**config.mk**
```make
export PLATFORM = sky130hd
export DESIGN_NAME = sdp_ram_stream_reader
export DESIGN_NICKNAME = d
export VERILOG_FILES = /design/src/rtl/sdp_ram_stream_reader.sv
export SDC_FILE = /design/constraint.sdc
export NUM_CORES = 1
export LEC_CHECK = 0
export CORE_AREA = 2 2 415 417
export CTS_CLUSTER_DIAMETER = 40
export CTS_CLUSTER_SIZE = 10
export DETAILED_ROUTE_END_ITERATION = 12
export DIE_AREA = 0 0 417 419
export PLACE_DENSITY_LB_ADDON = 0.05
export SKIP_CTS_REPAIR_TIMING = 1
export SLEW_MARGIN = 20
export SYNTH_ARGS = -nofsm -noshare
export SYNTH_HDL_FRONTEND = slang
export SYNTH_SLANG_ARGS = --single-unit
export TNS_END_PERCENT = 10
```
**constraint.sdc**
```tcl
create_clock -name clk -period 31.8 [get_ports clk]
set_input_delay 6.36 -clock clk [delete_from_list [all_inputs] [get_ports clk]]
set_output_delay 6.36 -clock clk [all_outputs]
set_load 0.01 [all_outputs]
```
**src/rtl/sdp_ram_stream_reader.sv**
```systemverilog
// Streams a burst of words read from port B of a simple dual-port RAM out as an AXI-Stream master.
// Define SDP_RAM_STREAM_READER_LAT2_EN for a RAM with a two-cycle read latency (default is one cycle).
module sdp_ram_stream_reader #(
  parameter int DW = 512,
  parameter int DD = 16384,
  parameter int AW = $clog2(DD)
) (
  input  logic          clk,
  input  logic          reset,
  input  logic          start,
  input  logic [AW-1:0] start_addr,
  input  logic [AW:0]   count,
  output logic          busy,
  output logic          done,
  output logic [AW-1:0] addrb,
  input  logic [DW-1:0] dob,
  output logic [DW-1:0] axis_out_tdata,
  output logic          axis_out_tvalid,
  input  logic          axis_out_tready,
  output logic          axis_out_tlast
);

`ifdef SDP_RAM_STREAM_READER_LAT2_EN
  localparam int LAT = 2;
`else
  localparam int LAT = 1;
`endif
  localparam int FD = LAT + 1;
  localparam int CW = $clog2(FD + 1);
  localparam int SW = CW + 1;
  localparam int PW = (FD > 1) ? $clog2(FD) : 1;
  localparam logic [AW-1:0] LAST_ADDR = AW'(DD - 1);

  typedef enum logic [1:0] {
    IDLE  = 2'd0,
    READ  = 2'd1,
    DRAIN = 2'd2,
    FIN   = 2'd3
  } state_t;

  state_t        state_r, state_s;
  logic [AW-1:0] addrb_r, addrb_s;
  logic [AW:0]   words_to_issue_r, words_to_issue_s;
  logic [AW:0]   words_to_send_r, words_to_send_s;
  logic          busy_r, busy_s;
  logic          done_r, done_s;
  logic          accept_s;
  logic          issue_s;
  logic [LAT-1:0] rd_pipe_r;
  logic [CW-1:0] inflight_s;
  logic [CW-1:0] occ_r, occ_s;
  logic [PW-1:0] wr_ptr_r, rd_ptr_r;
  logic [DW-1:0] fifo_mem_r [FD];
  logic          arrive_s;
  logic          fifo_ne_s;
  logic          xfer_s;
  logic          push_s;
  logic          pop_s;
  logic          room_s;

  function automatic logic [AW-1:0] addr_inc(input logic [AW-1:0] a);
    logic [AW-1:0] r;
    if (a == LAST_ADDR) begin
      r = {AW{1'b0}};
    end else begin
      r = a + {{(AW-1){1'b0}}, 1'b1};
    end
    return r;
  endfunction

  function automatic logic [PW-1:0] ptr_inc(input logic [PW-1:0] p);
    logic [PW-1:0] r;
    if (p == PW'(FD - 1)) begin
      r = {PW{1'b0}};
    end else begin
      r = p + {{(PW-1){1'b0}}, 1'b1};
    end
    return r;
  endfunction

  // The word arriving on dob bypasses the FIFO when it is empty, so first data appears with no extra stage.
  assign arrive_s        = rd_pipe_r[LAT-1];
  assign fifo_ne_s       = (occ_r != {CW{1'b0}});
  assign axis_out_tvalid = fifo_ne_s | arrive_s;
  assign axis_out_tdata  = fifo_ne_s ? fifo_mem_r[rd_ptr_r] : dob;
  assign axis_out_tlast  = axis_out_tvalid & (words_to_send_r == {{AW{1'b0}}, 1'b1});
  assign xfer_s          = axis_out_tvalid & axis_out_tready;
  assign push_s          = arrive_s & ~(~fifo_ne_s & xfer_s);
  assign pop_s           = xfer_s & fifo_ne_s;
  assign busy            = busy_r | accept_s;
  assign done            = done_r;
  assign addrb           = addrb_r;

  // Reads in flight plus buffered words must never exceed what the FIFO can hold.
  always_comb begin
    inflight_s = {CW{1'b0}};
    for (int i = 0; i < LAT; i++) begin
      inflight_s = inflight_s + {{(CW-1){1'b0}}, rd_pipe_r[i]};
    end
    room_s = (({1'b0, occ_r} + {1'b0, inflight_s}) < SW'(FD));
  end

  // FIFO occupancy update.
  always_comb begin
    occ_s = occ_r;
    case ({push_s, pop_s})
      2'b10:   occ_s = occ_r + {{(CW-1){1'b0}}, 1'b1};
      2'b01:   occ_s = occ_r - {{(CW-1){1'b0}}, 1'b1};
      default: occ_s = occ_r;
    endcase
  end

  // Burst FSM next-state and control.
  always_comb begin
    state_s          = state_r;
    addrb_s          = addrb_r;
    words_to_issue_s = words_to_issue_r;
    busy_s           = busy_r;
    done_s           = 1'b0;
    accept_s         = 1'b0;
    issue_s          = 1'b0;
    if (xfer_s) begin
      words_to_send_s = words_to_send_r - {{AW{1'b0}}, 1'b1};
    end else begin
      words_to_send_s = words_to_send_r;
    end
    case (state_r)
      IDLE: begin
        if (start) begin
          accept_s         = 1'b1;
          addrb_s          = start_addr;
          words_to_issue_s = count;
          words_to_send_s  = count;
          if (count == {(AW+1){1'b0}}) begin
            state_s = FIN;
            done_s  = 1'b1;
            busy_s  = 1'b0;
          end else begin
            state_s = READ;
            busy_s  = 1'b1;
          end
        end else begin
          state_s = IDLE;
        end
      end
      READ: begin
        if (room_s && (words_to_issue_r != {(AW+1){1'b0}})) begin
          issue_s          = 1'b1;
          addrb_s          = addr_inc(addrb_r);
          words_to_issue_s = words_to_issue_r - {{AW{1'b0}}, 1'b1};
          if (words_to_issue_r == {{AW{1'b0}}, 1'b1}) begin
            state_s = DRAIN;
          end else begin
            state_s = READ;
          end
        end else begin
          state_s = READ;
        end
      end
      DRAIN: begin
        // Leave on the final transfer itself so done lands exactly one cycle after tlast.
        if ((words_to_send_r == {(AW+1){1'b0}}) ||
            (xfer_s && (words_to_send_r == {{AW{1'b0}}, 1'b1}))) begin
          state_s = FIN;
          done_s  = 1'b1;
          busy_s  = 1'b0;
        end else begin
          state_s = DRAIN;
        end
      end
      FIN: begin
        state_s = IDLE;
      end
      default: begin
        state_s = IDLE;
        busy_s  = 1'b0;
      end
    endcase
  end

  // Control registers.
  always_ff @(posedge clk or posedge reset) begin
    if (reset) begin
      state_r          <= IDLE;
      addrb_r          <= {AW{1'b0}};
      words_to_issue_r <= {(AW+1){1'b0}};
      words_to_send_r  <= {(AW+1){1'b0}};
      busy_r           <= 1'b0;
      done_r           <= 1'b0;
    end else begin
      state_r          <= state_s;
      addrb_r          <= addrb_s;
      words_to_issue_r <= words_to_issue_s;
      words_to_send_r  <= words_to_send_s;
      busy_r           <= busy_s;
      done_r           <= done_s;
    end
  end

  // Tracks which issued reads are due on dob in each cycle.
  always_ff @(posedge clk or posedge reset) begin
    if (reset) begin
      rd_pipe_r <= {LAT{1'b0}};
    end else begin
      rd_pipe_r[0] <= issue_s;
      for (int i = 1; i < LAT; i++) begin
        rd_pipe_r[i] <= rd_pipe_r[i-1];
      end
    end
  end

  // FIFO pointers and occupancy.
  always_ff @(posedge clk or posedge reset) begin
    if (reset) begin
      wr_ptr_r <= {PW{1'b0}};
      rd_ptr_r <= {PW{1'b0}};
      occ_r    <= {CW{1'b0}};
    end else begin
      occ_r <= occ_s;
      if (push_s) begin
        wr_ptr_r <= ptr_inc(wr_ptr_r);
      end else begin
        wr_ptr_r <= wr_ptr_r;
      end
      if (pop_s) begin
        rd_ptr_r <= ptr_inc(rd_ptr_r);
      end else begin
        rd_ptr_r <= rd_ptr_r;
      end
    end
  end

  // FIFO storage; contents are qualified by occupancy and need no reset.
  always_ff @(posedge clk) begin
    if (push_s) begin
      fifo_mem_r[wr_ptr_r] <= dob;
    end
  end

endmodule

```
### Word-level counts from Yosys, hierarchy flattened

Memories as Yosys holds them, arrays and structs flattened.
Cells that the tools add are included.

* add/subtract/negate cells: 8
* order comparisons: 1
* eq/ne operators: 11
* muxes and demuxes: 34
* bitwise operators: 9
* reduce and logical (&&, ||, !) cells: 13

Operators with widths (count)
* $mux 512: 1
* $mux 15: 5
* $mux 14: 3
* $eq 15x1->1 const B: 2
* $logic_not 15->1: 2
* $pmux 15 s2: 1
* $sub 15x1->15 const B: 2
* $pmux 14 s2: 1
* $mux 1: 15
* $reduce_bool 15->1: 1
* $add 14x1->14 const B: 1
* $eq 14x14->1 const B: 1
* $mux 2: 4
* $pmux 2 s4: 1
* $reduce_bool 2->1: 4
* $eq 2x2->1 const B: 3
* $ne 2x2->1 const B: 3
* $reduce_and 3->1: 2
* $and 1x1->1: 5
* $eq 2x1->1 const B: 2
* $pmux 1 s2: 2
* $pmux 2 s2: 1
* $add 2x1->3: 1
* $lt 3x2->1 const B: 1
* 8 further kinds: 12

* register bits after elaboration: 53
* bits in writable memories: 1024
* word-level logic and storage cells: 87
* memories kept: 1

Memories
* fifo_mem_r: depth 2, width 512, rd ports 1, clocked after Yosys merged registers in 0, wr ports 1, RTL line 53 `logic [DW-1:0] fifo_mem_r [FD];`

### Depth between registers and ports, before layout

Gate-level depths: netlist of the first run.

* word-level depth: 8
* mapped depth: 10
* mapped depth without buffers: 7

### Worst setup path after synthesis of the first run

OpenSTA, ideal clock, no wires.

* path type: input -> register
* start point: input axis_out_tready
* end point: memory fifo_mem_r[0][0], enable pin
* setup time: 1.399 ns
* arrival: 27.696 ns
* data required time: 30.401 ns
* setup slack: 2.705 ns
* cell stages on the path: 3
* cells stage by stage: nand2_1 nand2_1 nor2_1

* cells in the longest elaborated chain, start to end: 6

RTL lines
* start: declaration: RTL line 19 `input logic axis_out_tready,`
* $and 1x1->1: RTL line 87 `assign xfer_s = axis_out_tvalid & axis_out_tready;`
* $and 1x1->1: RTL line 88 `assign push_s = arrive_s & ~(~fifo_ne_s & xfer_s);`
* $not 1->1: RTL line 88
* $and 1x1->1: RTL line 88
* $mux 1: RTL line 235 `if (push_s) begin`
* $mux 1 (implied by the code): RTL line 236 `fifo_mem_r[wr_ptr_r] <= dob;`
* end: declaration: RTL line 53

No other way between the ends.

### Worst setup path in the final report of the first run

* start point: input dob[334]
* end point: output axis_out_tdata[334]

* cells in the longest elaborated chain, start to end: 1

RTL lines
* start: declaration: RTL line 16 `input logic [DW-1:0] dob,`
* $mux 512: RTL line 85 `assign axis_out_tdata = fifo_ne_s ? fifo_mem_r[rd_ptr_r] : dob;`
* end: declaration: RTL line 17 `output logic [DW-1:0] axis_out_tdata,`

No other way between the ends.

==> results of run 1 <==
## logic make-up (layout without fill, tap and decap cells)
logic type | after synthesis | after routing
flip-flops | 1077 | 1077
AND/OR/NAND/NOR | 665 | 665
AO/OA/AOI/OAI | 627 | 627
multiplexers | 512 | 512
buffers and inverters | 195 | 1528
XOR/XNOR | 18 | 18
adder cells (fa/ha/maj) | 6 | 6
other | 0 | 22
## sequential cells by signal (all words and copies together), names as in the netlist
signal / cells
words_to_send_r: 15
addrb: 14
state_r: 2
wr_ptr_r: 1
arrive_s: 1
words_to_issue_r: 15
fifo_mem_r: 1024
done: 1
occ_r: 2
rd_ptr_r: 1
busy_r: 1
## worst register-to-register path, cell delays in order (launching register included)
cell and delay [ns]:
sky130_fd_sc_hd__dfrtp_1 0.52, sky130_fd_sc_hd__nor2_4 0.20, sky130_fd_sc_hd__buf_4 0.35, sky130_fd_sc_hd__nand2_1 0.18, sky130_fd_sc_hd__nand2_1 0.15, sky130_fd_sc_hd__nor2_4 0.71, sky130_fd_sc_hd__buf_4 0.78, sky130_fd_sc_hd__buf_12 0.72
sky130_fd_sc_hd__buf_4 0.90
## path summary, 6_finish.rpt
kind / endpoint / cells after the start
hold / removal: words_to_issue_r[9] / 1
max in group asynchronous: rd_ptr_r / 3
hold reg to reg: words_to_issue_r[9] / 1
setup reg to reg: fifo_mem_r[0][219] / 8
min in group asynchronous: done / 3
setup / recovery: axis_out_tdata[334] / 4
## per-stage QoR
stage               area (um^2)  setup slack, ns  hold WS, ns  instances  power [mW]
floorplan                 44200             2.70        0.460       3100        3.81
global placement          57400            17.41        0.506       6257        5.16
detailed placement        57400            17.41        0.514       6257        5.16
CTS                       65200            17.40        0.525       6666        7.62
global route              65300            17.36        0.565       6685        7.86
finish                    65300            17.39        0.525       6688        7.46
## layout by cell type, fill, tap and decap left out, types with 7 or more instances in the layout
cell / n
sky130_fd_sc_hd__clkinv_4: 11
sky130_fd_sc_hd__edfxtp_1: 1024
sky130_fd_sc_hd__nor3_1: 8
sky130_fd_sc_hd__clkinvlp_4: 23
sky130_fd_sc_hd__clkbuf_16: 217
sky130_fd_sc_hd__o21ai_0: 538
sky130_fd_sc_hd__clkinv_2: 42
sky130_fd_sc_hd__xor2_1: 7
sky130_fd_sc_hd__clkbuf_1: 23
sky130_fd_sc_hd__o22ai_1: 7
sky130_fd_sc_hd__diode_2: 22
sky130_fd_sc_hd__inv_6: 11
sky130_fd_sc_hd__nand3_1: 11
sky130_fd_sc_hd__xnor2_1: 11
sky130_fd_sc_hd__a21oi_1: 38
sky130_fd_sc_hd__nand2_1: 564
sky130_fd_sc_hd__mux2i_1: 512
sky130_fd_sc_hd__nor4_1: 12
sky130_fd_sc_hd__nor2_1: 25
sky130_fd_sc_hd__buf_4: 31
sky130_fd_sc_hd__bufinv_16: 46
sky130_fd_sc_hd__clkinv_1: 24
sky130_fd_sc_hd__dfrtp_1: 52
sky130_fd_sc_hd__clkdlybuf4s50_1: 1074
## area by class of cell
cell class,instances,area share
Sequential cell,1077,0.491
Multi-Input combinational cell,1828,0.174
Timing Repair Buffer,1112,0.170
Clock buffer,242,0.0849
Tap cell,2233,0.0428
Clock inverter,167,0.0352
Antenna cell,22,0.000843
Inverter,7,0.000402
## per-layer routing
layer  global-route usage  up-vias  routed length [um]
met3               0.0668      354               12100
met4               0.0824       52                6800
met2                0.286      874               76000
met5                    0        -                 341
li1                     -    14000                   -
met1                0.179    13600               56000
## power by group through the flow
stage,sequential [mW],clock (mW),combinational [mW]
floorplan,2.45,0,1.36
global placement,2.17,0,2.99
detailed placement,2.18,0,2.98
CTS,2.15,2.47,2.99
global route,2.19,2.54,3.14
finish,2.15,2.41,2.90
==> metrics, run 1 <==
required time of the critical path approximately 25 ns; maximum single-stage delay on the critical path 0.70 ns; combined flip-flop and latch cell area between 0.03 and 0.04 mm^2; total standard cell area after synthesis approximately 0.044 mm^2; Final Net Count between 4000 and 5000; Mapped Cells 3100; filler cell count in the final layout 16300; clock tree from TritonCTS built; Die X-Extent 417 um; outcome completed; height of the die 419 um; R2R Path Start occ_r[0]; Final Cycle Share 0.453; main combinational cell family by area after synthesis multiplexers; WS Path Type in -> out; area growth from synthesis to layout 47.6%; I/O pin count about 1100; weighted congestion reported at the end of routability-driven placement a little under 0.8; via count of the first global-routing pass 28900; slack of the worst reg-to-reg path around 27 ns; Synthesis Warnings 0; wire length of the first global-routing pass around 210000 um; Yosys top cell area share 0.695; FF+latch count, synth roughly 1100; complex-gate fraction of the synthesized area 0.0740; kind of end point of the critical path output pin; leakage power between 20 and 25 nW; CP max-delay cell sky130_fd_sc_hd__clkdlybuf4s50_1; DPL Wire Length 104000 um; Internal 4.92 mW; Initial DRT Pass Iterations 4; detailed-route via count approximately 29000; share of cell area taken by muxes after synthesis 0.116; Starting DRT DRC Count around 1500; CTS root buf sky130_fd_sc_hd__clkbuf_16; number of hold-slack violations in the final timing report 0; cell family contributing the most delay on the critical path buffers and inverters; count of flip-flops with a built-in enable after synthesis approximately 1000; Final Core Density 0.383; beginning of the worst hold path words_to_issue_r[9]; buffer and inverter count on the worst path 2; Most Frequent Cell on Critical Path sky130_fd_sc_hd__clkdlybuf4s50_1; relative max-transition margin 0.338; series of cell instances along the critical path clkdlybuf4s50_1, nand2_1, o21ai_0, clkdlybuf4s50_1; All-Layer GR Usage 0.167; insertion delay to the later sink of the worst-skew pair around 0.83 ns; sum of overflow across all layers after global routing 0; RSZ-0062 raised after global routing false; Post-synth top cells 1024 x sky130_fd_sc_hd__edfxtp_1, 564 x sky130_fd_sc_hd__nand2_1, 538 x sky130_fd_sc_hd__o21ai_0; start point of the critical path dob[334]; share of flip-flops with an asynchronous set or reset after synthesis 0.0492; adder-cell area share of the yosys netlist 0.00170; Setup crit start kind primary input; H-tree levels 4; post-route minimum period 14.41 ns; share of synthesized cell area in and, or, nand and nor gates 0.0614; maximum number of pins on one net before global-route repair about 240; share of cells above drive strength 1 0.0954; die area 0.175 mm^2; routed wire length about 150000 um; number of antenna violations at the first check in global routing 75; cell type with the highest aggregate area in the netlist sky130_fd_sc_hd__edfxtp_1; arrival time at the worst endpoint 8.05 ns; Worst IR Drop VDD 0.0775 mV; main area contributors after synthesis sky130_fd_sc_hd__edfxtp_1 70%, sky130_fd_sc_hd__mux2i_1 12%, sky130_fd_sc_hd__o21ai_0 6.1%; portion of total power attributed to the clock network 0.323; maximum net fanout on the critical path 3; post-synthesis average cell area ~14 um^2; library cell with the highest instance count after synthesis sky130_fd_sc_hd__edfxtp_1; Seq/Total Area, Yosys 0.725; number of pins exceeding their max-slew limit in the final report 0; starting density of the core 0.259; Power per Cell Area about 110 mW/mm^2; Port Buffers about 1100; Sum Neg Setup Slack 0 ns; switching share of power 0.341; final number of setup-violating endpoints 0; Routed WL per cell around 23 um; Worst Clk Skew ~0.033 ns; XOR/XNOR share of the synthesized area 0.00356; Comb power frac 0.389; Placement Rows ~150; CORE AREA between 0.15 and 0.2 mm^2; power share of the sequential group 0.288; Net Count, Synth between 3000 and 4000; Longest Clk Path Bufs 3; number of distinct library cells after synthesis 60; Remaining DRCs 0; worst slew pin tran 0.993 ns; detail-routed via count per cell 4.33; count of nets left with antenna violations after detail routing 0; area occupied by multi-input gates approximately 0.011 mm^2; power dissipated by switching net loads between 2 and 3 mW; TritonCTS buffer count 216; Synth Flop Type sky130_fd_sc_hd__edfxtp_1; min-delay worst type reg -> reg; max frequency 0.0694 GHz; clock tree sinks about 1100; count of max-cap constraint violations 0; clk slew on worst S/H paths about 0.050 ns
Note: power is estimated with default switching activity, not from simulation.
==> inputs of run 2 (changes only) <==
--- a/config.mk
+++ b/config.mk
@@ -5,11 +5,11 @@
 export SDC_FILE = /design/constraint.sdc
 export NUM_CORES = 1
 export LEC_CHECK = 0
-export CORE_AREA = 2 2 415 417
+export CORE_AREA = 2 2 413 415
 export CTS_CLUSTER_DIAMETER = 40
 export CTS_CLUSTER_SIZE = 10
 export DETAILED_ROUTE_END_ITERATION = 12
-export DIE_AREA = 0 0 417 419
+export DIE_AREA = 0 0 415 417
 export PLACE_DENSITY_LB_ADDON = 0.05
 export SKIP_CTS_REPAIR_TIMING = 1
 export SLEW_MARGIN = 20
==> constraint.sdc (replaced) <==
create_clock -name clk -period 12 [get_ports clk]
set_input_delay 2.4 -clock clk [delete_from_list [all_inputs] [get_ports clk]]
set_output_delay 2.4 -clock clk [all_outputs]
set_load 0.01 [all_outputs]
==> metrics, run 2 (synthesis results as in run 1) <==
Longest Clk Path Bufs 3 (unchanged); number of antenna violations at the first check in global routing 79 (was 75); starting density of the core 0.263 (was 0.259); CORE AREA 0.169 mm^2 (was 0.171 mm^2); arrival time at the worst endpoint 4.61 ns (was 8.05 ns); number of pins exceeding their max-slew limit in the final report 0 (unchanged); outcome completed (unchanged); maximum single-stage delay on the critical path 0.92 ns (was 0.70 ns); detailed-route via count 29200 (was 29000); Reg with most FFs fifo_mem_r (unchanged); TritonCTS buffer count 207 (was 216); count of nets left with antenna violations after detail routing 0 (unchanged); wire length of the first global-routing pass 214000 um (was 211000 um); H-tree levels 4 (unchanged); series of cell instances along the critical path buf_4, buf_4, mux2i_1, o21ai_0, clkdlybuf4s50_1 (was clkdlybuf4s50_1, nand2_1, o21ai_0, clkdlybuf4s50_1); via count of the first global-routing pass 28800 (was 28900); required time of the critical path 9.60 ns (was 25.44 ns); Most Frequent Cell on Critical Path sky130_fd_sc_hd__buf_4 (was sky130_fd_sc_hd__clkdlybuf4s50_1); All-Layer GR Usage 0.171 (was 0.167); Power per Cell Area 298 mW/mm^2 (was 114 mW/mm^2); kind of end point of the critical path output pin (unchanged); Placement Rows 151 (was 152); Routed WL per cell 23.0 um (was 22.6 um); registers with the highest flip-flop counts fifo_mem_r x1024, words_to_issue_r x15, words_to_send_r x15 (unchanged); Remaining DRCs 0 (unchanged); I/O pin count 1075 (unchanged); maximum number of pins on one net before global-route repair 222 (was 239); share of cells above drive strength 1 0.0871 (was 0.0954); Worst IR Drop VDD 0.183 mV (was 0.0775 mV); relative max-transition margin 0.282 (was 0.338); clock tree sinks 1077 (unchanged); leakage power 22.8 nW (was 23.2 nW); Worst Hold Slack 0.526 ns (was 0.525 ns); weighted congestion reported at the end of routability-driven placement 0.807 (was 0.777); Starting DRT DRC Count 1447 (was 1501); height of the die 417 um (was 419 um); number of instances in the placed design 6241 (was 6257); area occupied by multi-input gates 0.0114 mm^2 (unchanged); post-route minimum period roughly 7 ns; CTS root buf sky130_fd_sc_hd__clkbuf_16 (unchanged); sum of overflow across all layers after global routing 0 (unchanged); filler cell count in the final layout 16100 (was 16300); final number of setup-violating endpoints 0 (unchanged); clock tree from TritonCTS built (unchanged); Final Core Density 0.383 (about the same); maximum net fanout on the critical path 53 (was 3); commonest non-fill, non-tap cell in the layout sky130_fd_sc_hd__clkdlybuf4s50_1 (unchanged); Worst Clk Skew 0.0231 ns (was 0.0334 ns); commonest cells after routing, fill and taps aside 1074 x sky130_fd_sc_hd__clkdlybuf4s50_1, 1024 x sky130_fd_sc_hd__edfxtp_1, 564 x sky130_fd_sc_hd__nand2_1, 538 x sky130_fd_sc_hd__o21ai_0, 512 x sky130_fd_sc_hd__mux2i_1 (unchanged); WS Path Type reg -> out (was in -> out); area growth from synthesis to layout 45.8% (was 47.6%); CP max-delay cell sky130_fd_sc_hd__buf_4 (was sky130_fd_sc_hd__clkdlybuf4s50_1); clk slew on worst S/H paths 0.04 ns (was 0.05 ns); Final Net Count 4783 (was 4793); final std cells w/o fill 6653 (was 6688); Setup crit start kind flip-flop (was primary input); Final Cycle Share 0.584; max reg flops 1024 (unchanged); DPL Wire Length 106000 um (was 104000 um); number of hold-slack violations in the final timing report 0 (unchanged); max frequency about 0.14 GHz; Die X-Extent 415 um (was 417 um); Port Buffers 1074 (unchanged); Initial DRT Pass Iterations 5 (was 4); count of max-cap constraint violations 0 (unchanged); worst slew pin tran 1.08 ns (was 0.993 ns); combined flip-flop and latch cell area 0.0321 mm^2 (unchanged); routed wire length 153000 um (was 151000 um); die area 0.173 mm^2 (was 0.175 mm^2); RSZ-0062 raised after global routing false (unchanged); detail-routed via count per cell 4.39 (was 4.33); min-delay worst type reg -> reg (unchanged); insertion delay to the later sink of the worst-skew pair 0.82 ns (was 0.83 ns)
run 2: through the flow:
step | power, mW | worst slack [ns] | TNS, ns | area, um^2
4_1_cts | 19.6 | 4.82 | 0 | 64500
2_1_floorplan | 9.75 | -3.00 | -1536.79 | 44200
3_5_place_dp | 13.7 | 5.51 | 0 | 57400
5_1_grt | 20.3 | 4.73 | 0 | 64500
3_3_place_gp | 13.7 | 5.52 | 0 | 57400
6_report | 19.2 | 4.99 | 0 | 64500
run 2: cell type report:
type                       count  share of cell area
clock buffer                 243              0.0835
sequential                  1077               0.497
inverter                       7            0.000407
timing repair buffer        1111               0.173
tap                         2218              0.0430
clock inverter               145              0.0260
antenna                       24            0.000931
multi-input combinational   1828               0.176
run 2: critical path, delay by kind of cell (launching register included):
family	cells	cell delay [ns]
compound gates	1	0.49
flops	1	0.90
mux	1	0.16
buf+inv	3	2.19
run 2: metal layers:
layer  global-route usage  up-vias  routed length, um
met3               0.0645      343              11400
met5                    0        -                364
met2                0.295      889              78300
li1                     -    14000                  -
met1                0.186    13900              57200
met4               0.0825       56               5700
run 2: power breakdown:
group,internal [mW],total [mW],leakage (nW),switching [mW]
Clock,3.81,5.81,3.39,2.00
Sequential,5.38,5.70,10.1,0.318
Combinational,3.34,7.71,9.36,4.37
Total,12.5,19.2,22.8,6.69
run 2: path summary, 6_finish.rpt:
path	start	endpoint	slack, ns	depth (start not counted)
min in group asynchronous	reset	done	2.15	3
min reg2reg	words_to_issue_r[9]	words_to_issue_r[9]	0.53	1
max in group asynchronous	reset	rd_ptr_r	9.25	3
max reg2reg	occ_r[0]	fifo_mem_r[1][334]	7.95	7
min	words_to_issue_r[9]	words_to_issue_r[9]	0.53	1
max	rd_ptr_r	axis_out_tdata[386]	4.99	5
